File: config.mk
export PLATFORM = sky130hd
export DESIGN_NAME = hdmi_timing_ctrl
export DESIGN_NICKNAME = d
export VERILOG_FILES = /design/src/rtl/hdmi_timing_pkg.sv /design/src/rtl/hdmi_phase_cnt.sv /design/src/rtl/hdmi_timing_ctrl.sv
export SDC_FILE = /design/constraint.sdc
export NUM_CORES = 1
export LEC_CHECK = 0
export ABC_AREA = 1
export CAP_MARGIN = 20
export CORE_AREA = 2 2 107 109
export DETAILED_ROUTE_END_ITERATION = 16
export DIE_AREA = 0 0 109 111
export DONT_BUFFER_PORTS = 1
export PLACE_DENSITY = 0.65
export SLEW_MARGIN = 20
export SYNTH_ARGS = -nofsm -noshare
export SYNTH_HDL_FRONTEND = slang
export SYNTH_HIERARCHICAL = 1
export SYNTH_SLANG_ARGS = --single-unit
File: constraint.sdc
create_clock -name sys_clk -period 6.5 [get_ports sys_clk]
set_clock_uncertainty 0.15 [all_clocks]
set_input_delay 1.3 -clock sys_clk [delete_from_list [all_inputs] [get_ports sys_clk]]
set_output_delay 1.3 -clock sys_clk [all_outputs]
set_load 0.005 [all_outputs]
File: src/rtl/hdmi_timing_pkg.sv
// Purpose: shared types and default 640x480@60 timing for the HDMI timing controller.
//   phase_t       : the four phases of one line (H) or one frame (V).
//   DEF_*         : default timing lengths in pixel clocks (H) or lines (V).
//   DEF_*_TOTAL   : pixel clocks per line / lines per frame.
//   DEF_*_START   : first active column / row, counted from the start of sync.
package hdmi_timing_pkg;

  typedef enum logic [1:0] {
    PH_SYNC   = 2'd0,
    PH_BACK   = 2'd1,
    PH_ACTIVE = 2'd2,
    PH_FRONT  = 2'd3
  } phase_t;

  localparam int unsigned DEF_H_SYNC  = 96;
  localparam int unsigned DEF_H_BACK  = 48;
  localparam int unsigned DEF_H_VALID = 640;
  localparam int unsigned DEF_H_FRONT = 16;
  localparam int unsigned DEF_V_SYNC  = 2;
  localparam int unsigned DEF_V_BACK  = 33;
  localparam int unsigned DEF_V_VALID = 480;
  localparam int unsigned DEF_V_FRONT = 10;

  localparam int unsigned DEF_H_TOTAL = DEF_H_SYNC + DEF_H_BACK + DEF_H_VALID + DEF_H_FRONT;
  localparam int unsigned DEF_V_TOTAL = DEF_V_SYNC + DEF_V_BACK + DEF_V_VALID + DEF_V_FRONT;
  localparam int unsigned DEF_H_START = DEF_H_SYNC + DEF_H_BACK;
  localparam int unsigned DEF_V_START = DEF_V_SYNC + DEF_V_BACK;

endpackage

File: src/rtl/hdmi_phase_cnt.sv
// Purpose: one axis of the video timing (line or frame). Four-phase FSM
//   SYNC->BACK->ACTIVE->FRONT with a per-phase counter and an absolute
//   position counter.
// Ports:
//   i_clk, i_rst_n : clock, async active-low reset
//   i_clr          : synchronous return to origin (SYNC, counters 0)
//   i_step         : advance one position this cycle
//   o_phase        : current phase
//   o_pos          : absolute position within the line/frame
//   o_wrap         : this step leaves the last FRONT position (combinational)
module hdmi_phase_cnt
  import hdmi_timing_pkg::*;
#(
  parameter int unsigned LEN_SYNC   = 1,
  parameter int unsigned LEN_BACK   = 1,
  parameter int unsigned LEN_ACTIVE = 1,
  parameter int unsigned LEN_FRONT  = 1
) (
  input  logic       i_clk,
  input  logic       i_rst_n,
  input  logic       i_clr,
  input  logic       i_step,
  output phase_t     o_phase,
  output logic [9:0] o_pos,
  output logic       o_wrap
);

  localparam logic [9:0] LAST_SYNC   = 10'(LEN_SYNC - 1);
  localparam logic [9:0] LAST_BACK   = 10'(LEN_BACK - 1);
  localparam logic [9:0] LAST_ACTIVE = 10'(LEN_ACTIVE - 1);
  localparam logic [9:0] LAST_FRONT  = 10'(LEN_FRONT - 1);

  phase_t     r_phase;
  logic [9:0] r_cnt;
  logic [9:0] r_pos;
  logic [9:0] w_last_cnt;
  phase_t     w_next_phase;
  logic       w_phase_end;

  always_comb begin
    w_last_cnt   = LAST_SYNC;
    w_next_phase = PH_BACK;
    case (r_phase)
      PH_SYNC:   begin w_last_cnt = LAST_SYNC;   w_next_phase = PH_BACK;   end
      PH_BACK:   begin w_last_cnt = LAST_BACK;   w_next_phase = PH_ACTIVE; end
      PH_ACTIVE: begin w_last_cnt = LAST_ACTIVE; w_next_phase = PH_FRONT;  end
      PH_FRONT:  begin w_last_cnt = LAST_FRONT;  w_next_phase = PH_SYNC;   end
      default:   begin w_last_cnt = LAST_SYNC;   w_next_phase = PH_BACK;   end
    endcase
  end

  assign w_phase_end = (r_cnt == w_last_cnt);
  assign o_wrap      = i_step && w_phase_end && (r_phase == PH_FRONT);
  assign o_phase     = r_phase;
  assign o_pos       = r_pos;

  always_ff @(posedge i_clk or negedge i_rst_n) begin
    if (!i_rst_n) begin
      r_phase <= PH_SYNC;
      r_cnt   <= '0;
      r_pos   <= '0;
    end else if (i_clr) begin
      r_phase <= PH_SYNC;
      r_cnt   <= '0;
      r_pos   <= '0;
    end else if (i_step) begin
      if (w_phase_end) begin
        r_phase <= w_next_phase;
        r_cnt   <= '0;
      end else begin
        r_cnt <= r_cnt + 10'd1;
      end
      r_pos <= o_wrap ? '0 : r_pos + 10'd1;
    end
  end

endmodule

File: src/rtl/hdmi_timing_ctrl.sv
// Purpose: video timing controller feeding three TMDS encoders. Produces
//   registered hsync/vsync/de/frame_start, requests pixels one cycle ahead
//   of de and gates source RGB onto the encoder data bus.
// Ports:
//   sys_clk, sys_rst_n : pixel clock, async active-low reset
//   enable             : 1 = run; 0 = hold at frame origin with idle outputs
//   pix_data_in        : {R,G,B} from the source, one cycle after pix_req
//   pix_req, pix_x/y   : pixel request and its coordinates (0 when idle)
//   hsync, vsync, de   : encoder c0 / c1 / de
//   rgb_out            : pix_data_in while de, else 0
//   frame_start        : one-cycle pulse at position (0,0)
module hdmi_timing_ctrl
  import hdmi_timing_pkg::*;
#(
  parameter int unsigned H_SYNC   = DEF_H_SYNC,
  parameter int unsigned H_BACK   = DEF_H_BACK,
  parameter int unsigned H_VALID  = DEF_H_VALID,
  parameter int unsigned H_FRONT  = DEF_H_FRONT,
  parameter int unsigned V_SYNC   = DEF_V_SYNC,
  parameter int unsigned V_BACK   = DEF_V_BACK,
  parameter int unsigned V_VALID  = DEF_V_VALID,
  parameter int unsigned V_FRONT  = DEF_V_FRONT,
  parameter logic        SYNC_POL = 1'b1
) (
  input  logic        sys_clk,
  input  logic        sys_rst_n,
  input  logic        enable,
  input  logic [23:0] pix_data_in,
  output logic        pix_req,
  output logic [9:0]  pix_x,
  output logic [9:0]  pix_y,
  output logic        hsync,
  output logic        vsync,
  output logic        de,
  output logic [23:0] rgb_out,
  output logic        frame_start
);

  localparam int unsigned H_START = H_SYNC + H_BACK;
  localparam int unsigned V_START = V_SYNC + V_BACK;
  // Request window is the active window shifted one column earlier.
  localparam logic [9:0] REQ_FIRST = 10'(H_START - 1);
  localparam logic [9:0] REQ_LAST  = 10'(H_START + H_VALID - 2);
  localparam logic [9:0] V_OFFSET  = 10'(V_START);

  phase_t     w_h_phase;
  phase_t     w_v_phase;
  logic [9:0] w_h_pos;
  logic [9:0] w_v_pos;
  logic       w_h_wrap;
  logic       w_v_wrap;
  logic       w_clr;
  logic       w_req;

  logic       r_origin;
  logic       r_hsync;
  logic       r_vsync;
  logic       r_de;
  logic       r_frame_start;
  logic       r_req;
  logic [9:0] r_x;
  logic [9:0] r_y;

  assign w_clr = !enable;

  hdmi_phase_cnt #(
    .LEN_SYNC   (H_SYNC),
    .LEN_BACK   (H_BACK),
    .LEN_ACTIVE (H_VALID),
    .LEN_FRONT  (H_FRONT)
  ) u_h_cnt (
    .i_clk   (sys_clk),
    .i_rst_n (sys_rst_n),
    .i_clr   (w_clr),
    .i_step  (1'b1),
    .o_phase (w_h_phase),
    .o_pos   (w_h_pos),
    .o_wrap  (w_h_wrap)
  );

  hdmi_phase_cnt #(
    .LEN_SYNC   (V_SYNC),
    .LEN_BACK   (V_BACK),
    .LEN_ACTIVE (V_VALID),
    .LEN_FRONT  (V_FRONT)
  ) u_v_cnt (
    .i_clk   (sys_clk),
    .i_rst_n (sys_rst_n),
    .i_clr   (w_clr),
    .i_step  (w_h_wrap),
    .o_phase (w_v_phase),
    .o_pos   (w_v_pos),
    .o_wrap  (w_v_wrap)
  );

  // H_SYNC >= 1 keeps the lookahead column inside the current line.
  assign w_req = (w_v_phase == PH_ACTIVE) && (w_h_pos >= REQ_FIRST) && (w_h_pos <= REQ_LAST);

  // r_origin tracks "counters sit at (0,0)" so frame_start needs no wide compare.
  always_ff @(posedge sys_clk or negedge sys_rst_n) begin
    if (!sys_rst_n) begin
      r_origin      <= 1'b1;
      r_hsync       <= ~SYNC_POL;
      r_vsync       <= ~SYNC_POL;
      r_de          <= 1'b0;
      r_frame_start <= 1'b0;
      r_req         <= 1'b0;
      r_x           <= '0;
      r_y           <= '0;
    end else if (!enable) begin
      r_origin      <= 1'b1;
      r_hsync       <= ~SYNC_POL;
      r_vsync       <= ~SYNC_POL;
      r_de          <= 1'b0;
      r_frame_start <= 1'b0;
      r_req         <= 1'b0;
      r_x           <= '0;
      r_y           <= '0;
    end else begin
      r_origin      <= w_v_wrap;
      r_hsync       <= (w_h_phase == PH_SYNC) ? SYNC_POL : ~SYNC_POL;
      r_vsync       <= (w_v_phase == PH_SYNC) ? SYNC_POL : ~SYNC_POL;
      r_de          <= (w_h_phase == PH_ACTIVE) && (w_v_phase == PH_ACTIVE);
      r_frame_start <= r_origin;
      r_req         <= w_req;
      r_x           <= w_req ? (w_h_pos - REQ_FIRST) : '0;
      r_y           <= w_req ? (w_v_pos - V_OFFSET) : '0;
    end
  end

  assign hsync       = r_hsync;
  assign vsync       = r_vsync;
  assign de          = r_de;
  assign frame_start = r_frame_start;
  assign pix_req     = r_req;
  assign pix_x       = r_x;
  assign pix_y       = r_y;
  assign rgb_out     = r_de ? pix_data_in : '0;

endmodule

==> reports/metrics.cfg, run 1 <==
[place]
port_buffers=0
placed_area_mm2=0.004419
gp_congestion=0.8604
dp.cells=730
hpwl_um=6333

[yosys]
syn_area_mm2=0.004313
yosys_warnings=6
ys_types=34
synth.yosys.seq_area_share_pct=40.64
ys_ff_latch=70
synthCells=596
avgSynthCellArea_um2=7.236

[clocking]
root_buffer=clkbuf_16
clkSinkCount=70
postCtsSetupRepairBufs=0
cts_tree=built
clk_latency_ps=330
holdBufCountCts=0
cts-htree-levels=3
cts_buffers=9
clockBufferDepth=2
cts.clk_slew.worst_paths_ps=60
cts-resized-gates=0

[pwr]
p_per_area_mw_per_mm2=213.0
p_leak_nw=2.583
ir_drop_uv=120.7

[floorplanning]
core_mm2=0.01108
die_w_um=109
start_util_pct=38.94
io_pins=76
die_area_mm2=0.01210
fp-row-count=39
die_h_um=111

[sta]
slew-limit-headroom_pct=37.28
finalCriticalPeriod_ps=3170
max_freq_ghz=0.3154
rsz0062_at_grt=false
worst_slew_pin_slew_ps=937.3
drv_slew=0
final-setup-viol-count=0
tns_ps=0
min_period_over_period_pct=48.78
hold_viol_final=0

[setup_path]
cp-end-kind=flop
path_max_fanout=13
r2r-start=u_h_cnt/o_phase[0]$_DFFE_PN0P_
startpoint_type=flop
timing.critical_path.required_ps=6590
path_class=reg -> reg
cp.arrival_ps=3260
reg2reg_depth=14
rrSetupSlack_ps=3330
r2r-end=u_v_cnt/r_cnt[1]$_DFFE_PN0P_

[route]
wl_um=8995
drtIter0Drc=239
ant_nets=0
vias=3593
routedWlPerCell_um=12.06
vias_per_cell=4.816
drc=0
drtPass1Iterations=4

[grt]
antenna_found_initial=0
grt_pass1_vias=3359
busiest_layer=met2
overflow=0
grt_pass1_wl_um=15160
use_met1_pct=19.56
use_met3_pct=2.587
gr-usage-all-layers_pct=15.52
grt_start_max_net_pins=71
use_met2_pct=26.21

[cells_and_area]
drive_above_1_share_pct=7.297
final_cell_mix=nand2_1 (186), inv_1 (95), dfrtp_1 (69)
fill_cells=1061
fin_area_mm2=0.004742
final_cells=746
final_common_cell=nand2_1
diodes=0
syn2layout_area_growth_pct=9.951
fin_util_pct=42.81
nNetsFinal=639

[min_path]
worst_hold_path.endpoint=frame_start$_DFF_PN0_
hold_depth=2
hp-start=r_origin$_DFF_PN1_
hold_class=reg -> reg

[flow_run]
maxCapViolations=0

[outcome]
status=finished, final reports clean

[metal layers]
metal | vias up | part of all wire, %
met4 | 0 | 0.74
met3 | 6 | 4.4
li1 | 1830 | -
met1 | 1655 | 45
met2 | 102 | 50
met5 | - | 0
[state kept, by name (all words and copies together), names as in the netlist, 2 cells and up]
register / count
pix_y: 10
u_h_cnt/o_phase: 2
pix_x: 10
u_v_cnt/r_cnt: 10
u_v_cnt/o_phase: 2
u_h_cnt/o_pos: 10
u_h_cnt/r_cnt: 10
u_v_cnt/o_pos: 10
[cell usage after synthesis (all sizes together)]
master	number	area [um2]
a21oi	19	98.85
a31oi	1	6.260
buf	7	65.05
clkbuf	5	18.77
conb	1	3.750
dfrtp	69	1727
dfstp	1	26.28
ha	14	175.2
inv	99	371.6
nand2	191	734.4
nand3	54	307.8
nand3b	3	22.52
nand4	9	56.30
nor2	68	297.8
nor3	7	35.03
o2111ai	1	8.760
o211ai	1	7.510
o21ai	14	73.82
o21bai	1	7.510
or2	1	6.260
xnor2	7	61.31
xor2	23	201.4
[report_power, final]
part           leakage [nW]  switching (mW)  internal [mW]
logic                  1.47          0.0200        0.00993
clock network         0.152           0.191          0.337
registers             0.964         0.00938          0.443
[worst max-delay path, cell delays in order, from the launching register on]
cell and delay [ps]:
dfrtp_1 470, inv_1 120, ha_1 340, inv_1 50, nand2_1 90, nand3_2 100, nor2_4 120, nand3_2 210
inv_1 280, inv_1 100, nor2_1 640, inv_1 90, nor2_1 180, nand2_1 60, o21ai_0 80
[logic make-up (layout without fill, tap and decap cells)]
kind of cell    Yosys count  after routing  synth area share [%]
other cells               1              4               0.08695
flops                    70             70                 40.64
simple gates            333            333                 33.86
buf+inv                 111            115                 10.56
fa+ha+maj                14             14                 4.062
xor+xnor                 30             30                 6.092
compound gates           37             37                 4.700
[how the worst max path moves through the flow]
stage / from / endpoint / slack (ps) / cells past startpoint
3_3_place_gp: u_h_cnt/o_phase[0]$_DFFE_PN0P_ / u_v_cnt/r_cnt[7]$_DFFE_PN0P_ / 3530 / 14
2_1_floorplan: pix_data_in[10] / rgb_out[10] / 3650 / 2
4_1_cts: u_h_cnt/o_phase[0]$_DFFE_PN0P_ / u_v_cnt/r_cnt[1]$_DFFE_PN0P_ / 3360 / 14
6_report: u_h_cnt/o_phase[0]$_DFFE_PN0P_ / u_v_cnt/r_cnt[1]$_DFFE_PN0P_ / 3330 / 14
5_1_grt: u_h_cnt/o_phase[0]$_DFFE_PN0P_ / u_v_cnt/r_cnt[1]$_DFFE_PN0P_ / 3040 / 14
3_5_place_dp: u_h_cnt/o_phase[0]$_DFFE_PN0P_ / u_v_cnt/r_cnt[1]$_DFFE_PN0P_ / 3400 / 14
[area by class of cell]
cell class	instances	area (um2)	share of cell area [%]
Multi-Input combinational cell	418	2116	44.62
Clock buffer	9	225.2	4.749
Inverter	99	371.6	7.836
Clock inverter	7	97.59	2.058
Sequential cell	70	1753	36.97
Tap cell	143	178.9	3.773
[per-stage QoR]
stage	hold slack, ps	power (mW)	setup WS, ps
floorplan	304.5	0.4823	3648
CTS	322.5	1.021	3361
finish	318.0	1.010	3330
global placement	306.5	0.4876	3526
detailed placement	313.2	0.4891	3397
global route	327.9	1.053	3037
(Power assumes the default switching activity.)
==> inputs of run 2 (changes only) <==
- clock period: 6.5 -> 3.1 ns (I/O delays scaled with it)
==> run 2 against run 1 <==
Effect of this change: hold slack lost 290 ps; count of clock-buffer cells in the layout rose by 1; sequential power up 110%; die area unchanged; final area up 1.7%; power rose by 120%; global-route usage grew 0.097 points; cell count is 0.54% higher; first-iteration DRC count shrank 13%; clock power rose by 130%; critical endpoint is now u_v_cnt/r_cnt[5]$_DFFE_PN0P_.
==> reports/metrics.cfg, run 2 (same netlist as run 1, synthesis figures left out) <==
[outcome]
status=finished, final reports clean

[setup_path]
timing.critical_path.required_ps=3200
startpoint_type=flop
cp.arrival_ps=2850
reg2reg_depth=15
path_class=reg -> reg
r2r-end=u_v_cnt/r_cnt[5]$_DFFE_PN0P_
cp-end-kind=flop
r2r-start=u_h_cnt/o_phase[0]$_DFFE_PN0P_
path_max_fanout=14
rrSetupSlack_ps=350

[sta]
min_period_over_period_pct=88.60
worst_slew_pin_slew_ps=963.6
rsz0062_at_grt=false
tns_ps=0
drv_slew=0
final-setup-viol-count=0
slew-limit-headroom_pct=35.52
max_freq_ghz=0.3641
hold_viol_final=0
finalCriticalPeriod_ps=2746

[route]
vias=3619
wl_um=8898
drtPass1Iterations=4
ant_nets=0
drc=0
routedWlPerCell_um=11.86
vias_per_cell=4.825
drtIter0Drc=209

[floorplanning]
start_util_pct=38.94
die_w_um=109
core_mm2=0.01108
io_pins=76
die_area_mm2=0.01210
die_h_um=111
fp-row-count=39

[min_path]
hold_class=in -> async

[pwr]
ir_drop_uv=301.2
p_leak_nw=2.633
sw_frac_of_total_pct=21.55
clkPwrFrac_pct=54.2
p_sw_mw=0.4860
seqPwrFrac_pct=42.0
intPower_mw=1.770
p_per_area_mw_per_mm2=467.6
combPwrFrac_pct=3.8

[cells_and_area]
final_cells=750
diodes=0
final_common_cell=nand2_1
final_cell_mix=nand2_1 (186), inv_1 (95), dfrtp_1 (69)
syn2layout_area_growth_pct=11.87
drive_above_1_share_pct=7.908
nNetsFinal=643

[place]
gp_congestion=0.8518
dp.cells=733
hpwl_um=6465
port_buffers=0

[clocking]
clk_latency_ps=330
clockBufferDepth=2
clkSinkCount=70
cts_tree=built
root_buffer=clkbuf_16
cts.clk_slew.worst_paths_ps=60
cts-htree-levels=3
cts_buffers=9

[grt]
gr-usage-all-layers_pct=15.61
grt_start_max_net_pins=71
overflow=0
grt_pass1_wl_um=15440
grt_pass1_vias=3455
antenna_found_initial=0

[flow_run]
maxCapViolations=0

[run 2: cell types whose count changed in the layout (fill, tap and decap cells not counted)]
cell and delta:
inv_6 +1, buf_16 +1, clkinvlp_4 -2, bufinv_16 +1
clkbuf_8 +1, clkinv_2 -1, buf_4 +3
[run 2: how the worst max path moves through the flow]
stage	startpoint	end	slack (ps)
after global placement	u_h_cnt/o_phase[0]$_DFFE_PN0P_	u_v_cnt/r_cnt[5]$_DFFE_PN0P_	490
final	u_h_cnt/o_phase[0]$_DFFE_PN0P_	u_v_cnt/r_cnt[5]$_DFFE_PN0P_	350
after floorplan	u_h_cnt/o_phase[0]$_DFFE_PN0P_	u_v_cnt/r_cnt[5]$_DFFE_PN0P_	720
after detailed placement	u_h_cnt/o_phase[0]$_DFFE_PN0P_	u_v_cnt/r_cnt[5]$_DFFE_PN0P_	370
after CTS	u_h_cnt/o_phase[0]$_DFFE_PN0P_	u_v_cnt/r_cnt[5]$_DFFE_PN0P_	370
after global routing	u_h_cnt/o_phase[0]$_DFFE_PN0P_	u_v_cnt/r_cnt[5]$_DFFE_PN0P_	40
[run 2: final cells by class]
class                   count  area, um2
fillers                  1096       6252
multi-input cells         418       2116
flip-flops and latches     70       1753
inverters                  99      371.6
clock buffers              10      239.0
well taps                 143      178.9
clock inverters             6      116.4
repair buffers              4      50.05
[run 2: critical path: stages, from the launching register on]
cell and delay, ps:
dfrtp_1 460, inv_1 120, ha_1 330, inv_1 40, nand2_1 80, nand3_2 100, nor2_4 120, nand3_2 200
inv_1 250, inv_1 90, nand2_2 80, buf_4 190, nand2_1 100, o21ai_0 170, nand2_1 70, a21oi_1 110
[run 2: power by group through the flow]
stage                     Sequential, mW  Clock, mW  Combinational (mW)
after floorplan                    0.960          0              0.0514
after global placement             0.964          0              0.0604
after detailed placement           0.964          0              0.0613
after CTS                          0.947       1.25              0.0848
after global routing               0.951       1.29              0.0995
final                              0.948       1.22              0.0850
[run 2: repair_timing]
action / in CTS / in global routing
hold buffers: 1 / 0
resized for setup: 0 / 0
hold endpoints to repair: 70 / 0
setup endpoints to repair: 0 / 0
buffers inserted: 0 / 0
[run 2: routing by layer]
layer  GRT usage, %  wire length, um  share of wire (%)  up-vias
met1          19.84             3969                 45     1670
met5              0                0                  0        -
met2          26.83             4377                 49      101
li1               -                -                  -     1837
met3          2.998              435                4.9       11
met4          4.103              116                1.3        0
[run 2: through the flow]
| step | utilization (%) | setup WS (ps) | area [um2] | hold slack, ps | power (mW) |
|---|---|---|---|---|---|
| after global routing | 43.56 | 35.19 | 4825 | 46.97 | 2.341 |
| after detailed placement | 40.10 | 373.6 | 4442 | 175.4 | 1.026 |
| after CTS | 43.56 | 367.9 | 4825 | 35.99 | 2.279 |
| after floorplan | - | 720.4 | 4324 | 174.4 | 1.011 |
| after global placement | 40.10 | 494.4 | 4442 | 175.7 | 1.025 |
| final | 43.56 | 353.5 | 4825 | 24.45 | 2.256 |
